File: config.mk
export PLATFORM = sky130hd
export DESIGN_NAME = pwm
export DESIGN_NICKNAME = d
export VERILOG_FILES = /design/src/rtl/pwm.sv
export SDC_FILE = /design/constraint.sdc
export NUM_CORES = 1
export LEC_CHECK = 0
export BUFFER_PORTS_ARGS = -buffer_cell sky130_fd_sc_hd__buf_2
export CORE_MARGIN = 2
export CORE_UTILIZATION = 35
export DETAILED_ROUTE_END_ITERATION = 8
export HOLD_SLACK_MARGIN = 0.15
export PLACE_DENSITY = 0.47
export SLEW_MARGIN = 20
export SYNTH_ARGS = -nofsm -noshare
export SYNTH_HDL_FRONTEND = slang
export SYNTH_SLANG_ARGS = --single-unit
File: constraint.sdc
create_clock -name clk -period 4 [get_ports clk]
set_clock_uncertainty 0.05 [all_clocks]
set_input_delay 0.8 -clock clk [delete_from_list [all_inputs] [get_ports clk]]
set_output_delay 0.8 -clock clk [all_outputs]
set_load 0.005 [all_outputs]
File: src/rtl/pwm.sv
// PWM generator: converts a frequency in Hz and a high time in microseconds into a
// registered pin waveform, using a usec prescaler, a bit-serial 1e6/freq divider and a usec period counter.
module pwm #(
  parameter int CLK_HZ = 50_000_000,
  parameter int DIV_W  = 20
) (
  input  logic        clk,
  input  logic        rst_n,
  input  logic [15:0] freq,
  input  logic [15:0] duty_cycle_usec,
  output logic        pin
);
  localparam int CLKS_PER_USEC = CLK_HZ / 1_000_000;
  localparam int PRE_W = (CLKS_PER_USEC > 1) ? $clog2(CLKS_PER_USEC) : 1;
  localparam int CNT_W = $clog2(DIV_W + 1);
  localparam int CMP_W = (DIV_W > 16) ? DIV_W : 16;
  localparam logic [PRE_W-1:0] PRE_LAST = PRE_W'(CLKS_PER_USEC - 1);
  localparam logic [DIV_W-1:0] DIVIDEND = DIV_W'(1_000_000);

  typedef enum logic {D_IDLE, D_BUSY} div_st_t;

  div_st_t          div_st_q, div_st_d;
  logic [15:0]      freq_last_q, freq_last_d;
  logic [16:0]      rem_q, rem_d;
  logic [DIV_W-1:0] quo_q, quo_d;
  logic [CNT_W-1:0] bit_cnt_q, bit_cnt_d;
  logic [DIV_W-1:0] period_next_q, period_next_d;
  logic             div_done_q, div_done_d;

  logic [PRE_W-1:0] pre_cnt_q, pre_cnt_d;
  logic [DIV_W-1:0] usec_cnt_q, usec_cnt_d;
  logic [DIV_W-1:0] period_usec_q, period_usec_d;
  logic [15:0]      duty_active_q, duty_active_d;
  logic             pin_q, pin_d;

  logic             usec_tick;
  logic [16:0]      rem_sh;

  assign usec_tick = (pre_cnt_q == PRE_LAST);
  // Remainder stays below the 16-bit divisor, so its top bit is always free for the shift.
  assign rem_sh    = {rem_q[15:0], quo_q[DIV_W-1]};

  always_comb begin
    div_st_d      = div_st_q;
    freq_last_d   = freq_last_q;
    rem_d         = rem_q;
    quo_d         = quo_q;
    bit_cnt_d     = bit_cnt_q;
    period_next_d = period_next_q;
    div_done_d    = 1'b0;
    case (div_st_q)
      D_IDLE: begin
        if (freq != freq_last_q) begin
          freq_last_d = freq;
          if (freq == 16'd0) begin
            period_next_d = '0;
          end else begin
            div_st_d  = D_BUSY;
            rem_d     = '0;
            quo_d     = DIVIDEND;
            bit_cnt_d = CNT_W'(DIV_W);
          end
        end
      end
      D_BUSY: begin
        // quo_q shifts dividend bits out of the top while quotient bits enter at the bottom.
        if (rem_sh >= {1'b0, freq_last_q}) begin
          rem_d = rem_sh - {1'b0, freq_last_q};
          quo_d = {quo_q[DIV_W-2:0], 1'b1};
        end else begin
          rem_d = rem_sh;
          quo_d = {quo_q[DIV_W-2:0], 1'b0};
        end
        bit_cnt_d = bit_cnt_q - CNT_W'(1);
        if (bit_cnt_q == CNT_W'(1)) begin
          div_st_d      = D_IDLE;
          period_next_d = quo_d;
          div_done_d    = 1'b1;
        end
      end
      default: div_st_d = D_IDLE;
    endcase
  end

  always_comb begin
    pre_cnt_d     = usec_tick ? '0 : pre_cnt_q + PRE_W'(1);
    usec_cnt_d    = usec_cnt_q;
    period_usec_d = period_usec_q;
    duty_active_d = duty_active_q;
    if (period_usec_q == '0) begin
      // Idle output: start a fresh period as soon as a quotient is available.
      if (div_done_q) begin
        period_usec_d = period_next_q;
        duty_active_d = duty_cycle_usec;
        usec_cnt_d    = '0;
        pre_cnt_d     = '0;
      end
    end else if (usec_tick) begin
      if (usec_cnt_q == period_usec_q - DIV_W'(1)) begin
        usec_cnt_d    = '0;
        period_usec_d = period_next_q;
        duty_active_d = duty_cycle_usec;
      end else begin
        usec_cnt_d = usec_cnt_q + DIV_W'(1);
      end
    end
    pin_d = (period_usec_q != '0) && (CMP_W'(usec_cnt_q) < CMP_W'(duty_active_q));
  end

  always_ff @(posedge clk or negedge rst_n) begin
    if (!rst_n) begin
      div_st_q      <= D_IDLE;
      freq_last_q   <= '0;
      rem_q         <= '0;
      quo_q         <= '0;
      bit_cnt_q     <= '0;
      period_next_q <= '0;
      div_done_q    <= 1'b0;
      pre_cnt_q     <= '0;
      usec_cnt_q    <= '0;
      period_usec_q <= '0;
      duty_active_q <= '0;
      pin_q         <= 1'b0;
    end else begin
      div_st_q      <= div_st_d;
      freq_last_q   <= freq_last_d;
      rem_q         <= rem_d;
      quo_q         <= quo_d;
      bit_cnt_q     <= bit_cnt_d;
      period_next_q <= period_next_d;
      div_done_q    <= div_done_d;
      pre_cnt_q     <= pre_cnt_d;
      usec_cnt_q    <= usec_cnt_d;
      period_usec_q <= period_usec_d;
      duty_active_q <= duty_active_d;
      pin_q         <= pin_d;
    end
  end

  assign pin = pin_q;
endmodule

======== After elaboration in Yosys (flattened, before gate mapping) ========
Index checks and enable logic that the tools add are counted.
storage, ports and cells
  register bits after elaboration ......... 142
  logic and storage cells ................. 76
  output and inout port bits .............. 1
  input bits .............................. 34
cells by class
  eq/ne operators ......................... 9
  $add $sub $neg .......................... 5
  $lt $le $gt $ge ......................... 2
  multiplexer cells ....................... 36
  reduce and logical (&&, ||, !) cells .... 11
  bitwise operators ....................... 1
operators by type and width
  kind                   number
  $mux 20                13
  $mux 16                7
  $pmux 20 s2            2
  $pmux 16 s2            1
  $add 20x1->20 const B  1
  $eq 20x20->1           1
  $logic_not 20->1       1
  $lt 20x16->1           1
  $reduce_bool 20->1     1
  $sub 20x1->20 const B  1
  $mux 6                 3
  $ge 17x16->1           1
  $logic_not 16->1       1
  $ne 16x16->1           1
  $sub 16x16->16         1
  $mux 5                 2
  $pmux 5 s2             1
  $ne 2x2->1 const B     4
  $add 6x1->6 const B    1
  $eq 6x6->1 const B     1
  $mux 1                 6
  $reduce_and 2->1       3
  $reduce_and 3->1       2
  $eq 5x1->1 const B     1
  6 further kinds        7

======== Depth between registers and ports, before layout ========
  word-level depth ........................ 5
  gate-level depth with buffers ........... 12
  mapped depth without buffers ............ 11

======== Worst setup path before layout ========
No wires, ideal clock.
  path type ............................... register -> register
  from .................................... reg period_usec_q[0]
  to ...................................... reg duty_active_q[0]
  path buffers ............................ 1
  period minus slack after synthesis ...... 2.981 ns
  setup slack ............................. 1.019 ns
  data required time ...................... 3.823 ns
  stages on the path, launching flop included .. 12
  arrival time ............................ 2.803 ns
  library setup time ...................... 0.127 ns
  cell sequence ........................... dfrtp_1 -> inv_1 -> ha_1 -> or3b_1 -> or4_1 -> a21oi_1 -> nand4_1 -> nor4_4 -> nand3_2 -> nand2_4 -> buf_6 -> mux2_1
between the ends
  longest elaborated chain between the ends .. 4
  elaborated cells between the ends (all ways) .. 8
  those cells by class .................... 1 x add/sub; 2 x eq/ne; 1 x mux; 4 x reduce/logical
ends and longest elaborated chain
  what                                line  source
  from (decl)                         32    logic [DIV_W-1:0] period_usec_q, period_usec_d;
  from (signal assigned)              134   period_usec_q <= period_usec_d;
  $sub 20x1->20                       99    if (usec_cnt_q == period_usec_q - DIV_W'(1)) begin
  $eq 20x20->1                        99
  $reduce_bool 2->1 (no source line)  -
  $reduce_and 3->1 (no source line)   -
  to (signal assigned)                135   duty_active_q <= duty_active_d;
  to (decl)                           33    logic [15:0] duty_active_q, duty_active_d;
Parallel ways exist; a longest one is shown, timed or not.
A chain may end at the register's enable or synchronous reset.

======== Final worst setup path ========
  from .................................... reg period_usec_q[0]
  to ...................................... reg period_usec_q[1]
between the ends
  longest elaborated chain between the ends .. 4
  elaborated cells between the ends (all ways) .. 8
  those cells by class .................... 1 x add/sub; 2 x eq/ne; 1 x mux; 4 x reduce/logical
ends and longest elaborated chain
  what                                line
  $sub 20x1->20                       99
  $eq 20x20->1                        99
  $reduce_bool 2->1 (no source line)  -
  $reduce_and 3->1 (no source line)   -
Parallel ways exist; a longest one is shown, timed or not.

==> flow_summary.json <==
{
  "outcome": "finished, final reports clean",
  "final_cells": 1139,
  "synthTopCellsByArea": "dfrtp_1, ha_1, xnor2_1, nand2_1, mux2_1",
  "cts_hold_buf": 0,
  "nFillCells": 2169,
  "num_io_pins": 35,
  "synth_top_area_frac": 0.4558,
  "dp_cells": 1107,
  "drc_errors": 0,
  "power_density_nw_per_um2": 847.0,
  "crit_required_ps": 4240,
  "r2r_slack_ps": 490,
  "setup_tns_ps": 0,
  "cp-start-kind": "register",
  "synth_flop_cell": "dfrtp_1",
  "via_per_inst": 5.195,
  "diodes": 0,
  "ys_seq_area_frac": 0.4558,
  "cts_buffer_depth": 2,
  "r2r_cells": 10,
  "tightest_slew_ps": 922.6,
  "endpoint_kind": "register",
  "first_pass_iters": 5,
  "synth_nets": 878,
  "grt_pass1_wl_um": 31150,
  "drtIter0Drc": 300,
  "drive_above_1_share": 0.1059,
  "grt_max_degree": 90,
  "syn_avg_cell_area_um2": 9.673,
  "num_rows": 54,
  "start_util": 0.3572,
  "cap_violations": 0,
  "routed_wl_um": 18300,
  "synth-edff-count": 0,
  "cts_resized": 0,
  "rr_endpoint": "period_usec_q[1]$_DFFE_PN0P_",
  "grt_overflow": 0,
  "max_clock_freq_ghz": 0.2851,
  "antenna_found_initial": 0,
  "r2r-start": "period_usec_q[0]$_DFFE_PN0P_",
  "fin_nets": 918,
  "rsz0062_at_grt": "false",
  "hold_violations": 0,
  "yosys.area.top_type": "dfrtp_1",
  "clock_latency_ps": 420,
  "cts_setup_buffers": 0,
  "hp-class": "input port to async pin",
  "drtAntennaViolNets": 0,
  "dr_total_vias": 5917,
  "p_leak_nw": 4.003,
  "tritoncts": "built",
  "syn2layout_area_growth_pct": 14.20,
  "maxSlewViolCount": 0,
  "path_max_fanout": 53,
  "clkTransAtPathRegs_ps": 60,
  "numCtsBuffers": 17,
  "h-tree-depth": 4,
  "synthDistinctLibCells": 61,
  "cts.sinks": 142,
  "synth_cells": 806,
  "syn_area_um2": 7796,
  "async_flop_share": 1.000,
  "synth_common_cells": "dfrtp_1, nand2_1, nor2_1, o21ai_0, xnor2_1",
  "worstPathArrival_ps": 3750,
  "fin_crit_sh": 0.8769,
  "core_um2": 21820,
  "port_buffers": 34,
  "yosysMostFrequentCell": "dfrtp_1",
  "post-route-min-period_ps": 3508,
  "setup_viol": 0,
  "clock-root-buffer": "clkbuf_16",
  "die_area_um2": 23480,
  "crit_type": "register to register",
  "grt_usage": 0.1638,
  "relSlewSlack": 0.3763,
  "ir_worst_vdd_mv": 0.3194,
  "ys_warn_count": 0,
  "dp_hpwl_um": 13530,
  "place.gp.congestion": 0.7690,
  "wire_per_inst_um": 16.07,
  "ys_ff_latch": 142,
  "die_x_um": 153.2,
  "first_global_vias": 5950,
  "dieHeight_um": 153.2
}
-- metrics by stage --
stage          power (mW)  instance area [um^2]    util  hold slack [ps]  setup slack (ps)
5_1_grt             8.210                  8904  0.4080            450.7             124.0
6_report            7.541                  8904  0.4080            409.8             492.5
2_1_floorplan       5.065                  7796       -            392.0              1019
3_3_place_gp        5.881                  8308  0.3807            417.0             550.0
3_5_place_dp        5.968                  8308  0.3807            416.5             460.9
4_1_cts             7.621                  8904  0.4080            432.2             446.5
-- routing by layer --
layer | routed length, um | global-route usage
met4 | 182 | 0.04101
met3 | 583 | 0.03232
met2 | 8115 | 0.2470
met1 | 9421 | 0.2413
met5 | 0 | 0
-- worst max-delay path: stages, from the launching register on --
cell and delay (ps):
dfrtp_1 430, inv_1 80, ha_1 190, or3b_1 420, or4_1 480, a21oi_1 150, nand4_1 150, nor4_4 310
nand3_2 180, nand2_4 530, mux2_1 390
-- state kept, by name (all words and copies together) (netlist names) --
name	flops
period_next_q	20
freq_last_q	16
rem_q	16
pin	1
period_usec_q	20
div_st_q	1
div_done_q	1
pre_cnt_q	6
quo_q	20
bit_cnt_q	5
duty_active_q	16
usec_cnt_q	20
-- where the power goes --
part	switching [mW]	leakage [nW]	internal, mW
combinational	1.87	1.93	1.50
clock	0.653	0.286	0.946
sequential	0.533	1.79	2.04
total	3.05	4.00	4.49
-- cells in the final DEF (no fill, tap or decap), types with 25 or more instances in the layout --
cell | netlist | layout
dfrtp_1 | 142 | 142
nand2_1 | 103 | 103
nor2_1 | 59 | 59
o21ai_0 | 53 | 53
xnor2_1 | 51 | 51
inv_1 | 50 | 50
ha_1 | 37 | 37
nand3_1 | 33 | 33
buf_2 | 1 | 33
mux2_1 | 28 | 28
a21oi_1 | 26 | 26
xor2_1 | 25 | 25
-- worst max-delay path by stage --
stage                            startpoint                      endpoint  depth (start not counted)
6_report       period_usec_q[0]$_DFFE_PN0P_  period_usec_q[1]$_DFFE_PN0P_                         10
5_1_grt        period_usec_q[0]$_DFFE_PN0P_  period_usec_q[0]$_DFFE_PN0P_                         11
4_1_cts        period_usec_q[0]$_DFFE_PN0P_  duty_active_q[9]$_DFFE_PN0P_                         10
3_5_place_dp   period_usec_q[0]$_DFFE_PN0P_  period_usec_q[1]$_DFFE_PN0P_                         10
3_3_place_gp   period_usec_q[0]$_DFFE_PN0P_  period_usec_q[7]$_DFFE_PN0P_                         10
2_1_floorplan  period_usec_q[0]$_DFFE_PN0P_  duty_active_q[0]$_DFFE_PN0P_                         11
-- area by class of cell --
type | instances | area, um^2 | area share
Multi-Input combinational cell | 585 | 3920 | 0.4403
Tap cell | 280 | 350.3 | 0.03935
Clock inverter | 14 | 156.4 | 0.01757
Timing Repair Buffer | 50 | 296.5 | 0.03331
Clock buffer | 18 | 439.2 | 0.04933
Sequential cell | 142 | 3553 | 0.3991
Inverter | 50 | 187.7 | 0.02108
-- cell families (layout without fill, tap and decap cells) --
| logic type | after synthesis | in the layout | synth area share |
|---|---|---|---|
| AO/OA/AOI/OAI | 157 | 157 | 0.1306 |
| adder cells (fa/ha/maj) | 38 | 38 | 0.06195 |
| XOR/XNOR | 76 | 76 | 0.08538 |
| buffers and inverters | 79 | 132 | 0.04301 |
| multiplexers | 36 | 36 | 0.05087 |
| AND/OR/NAND/NOR | 278 | 278 | 0.1724 |
| flip-flops | 142 | 142 | 0.4558 |
Note: power is estimated with default switching activity, not from simulation.
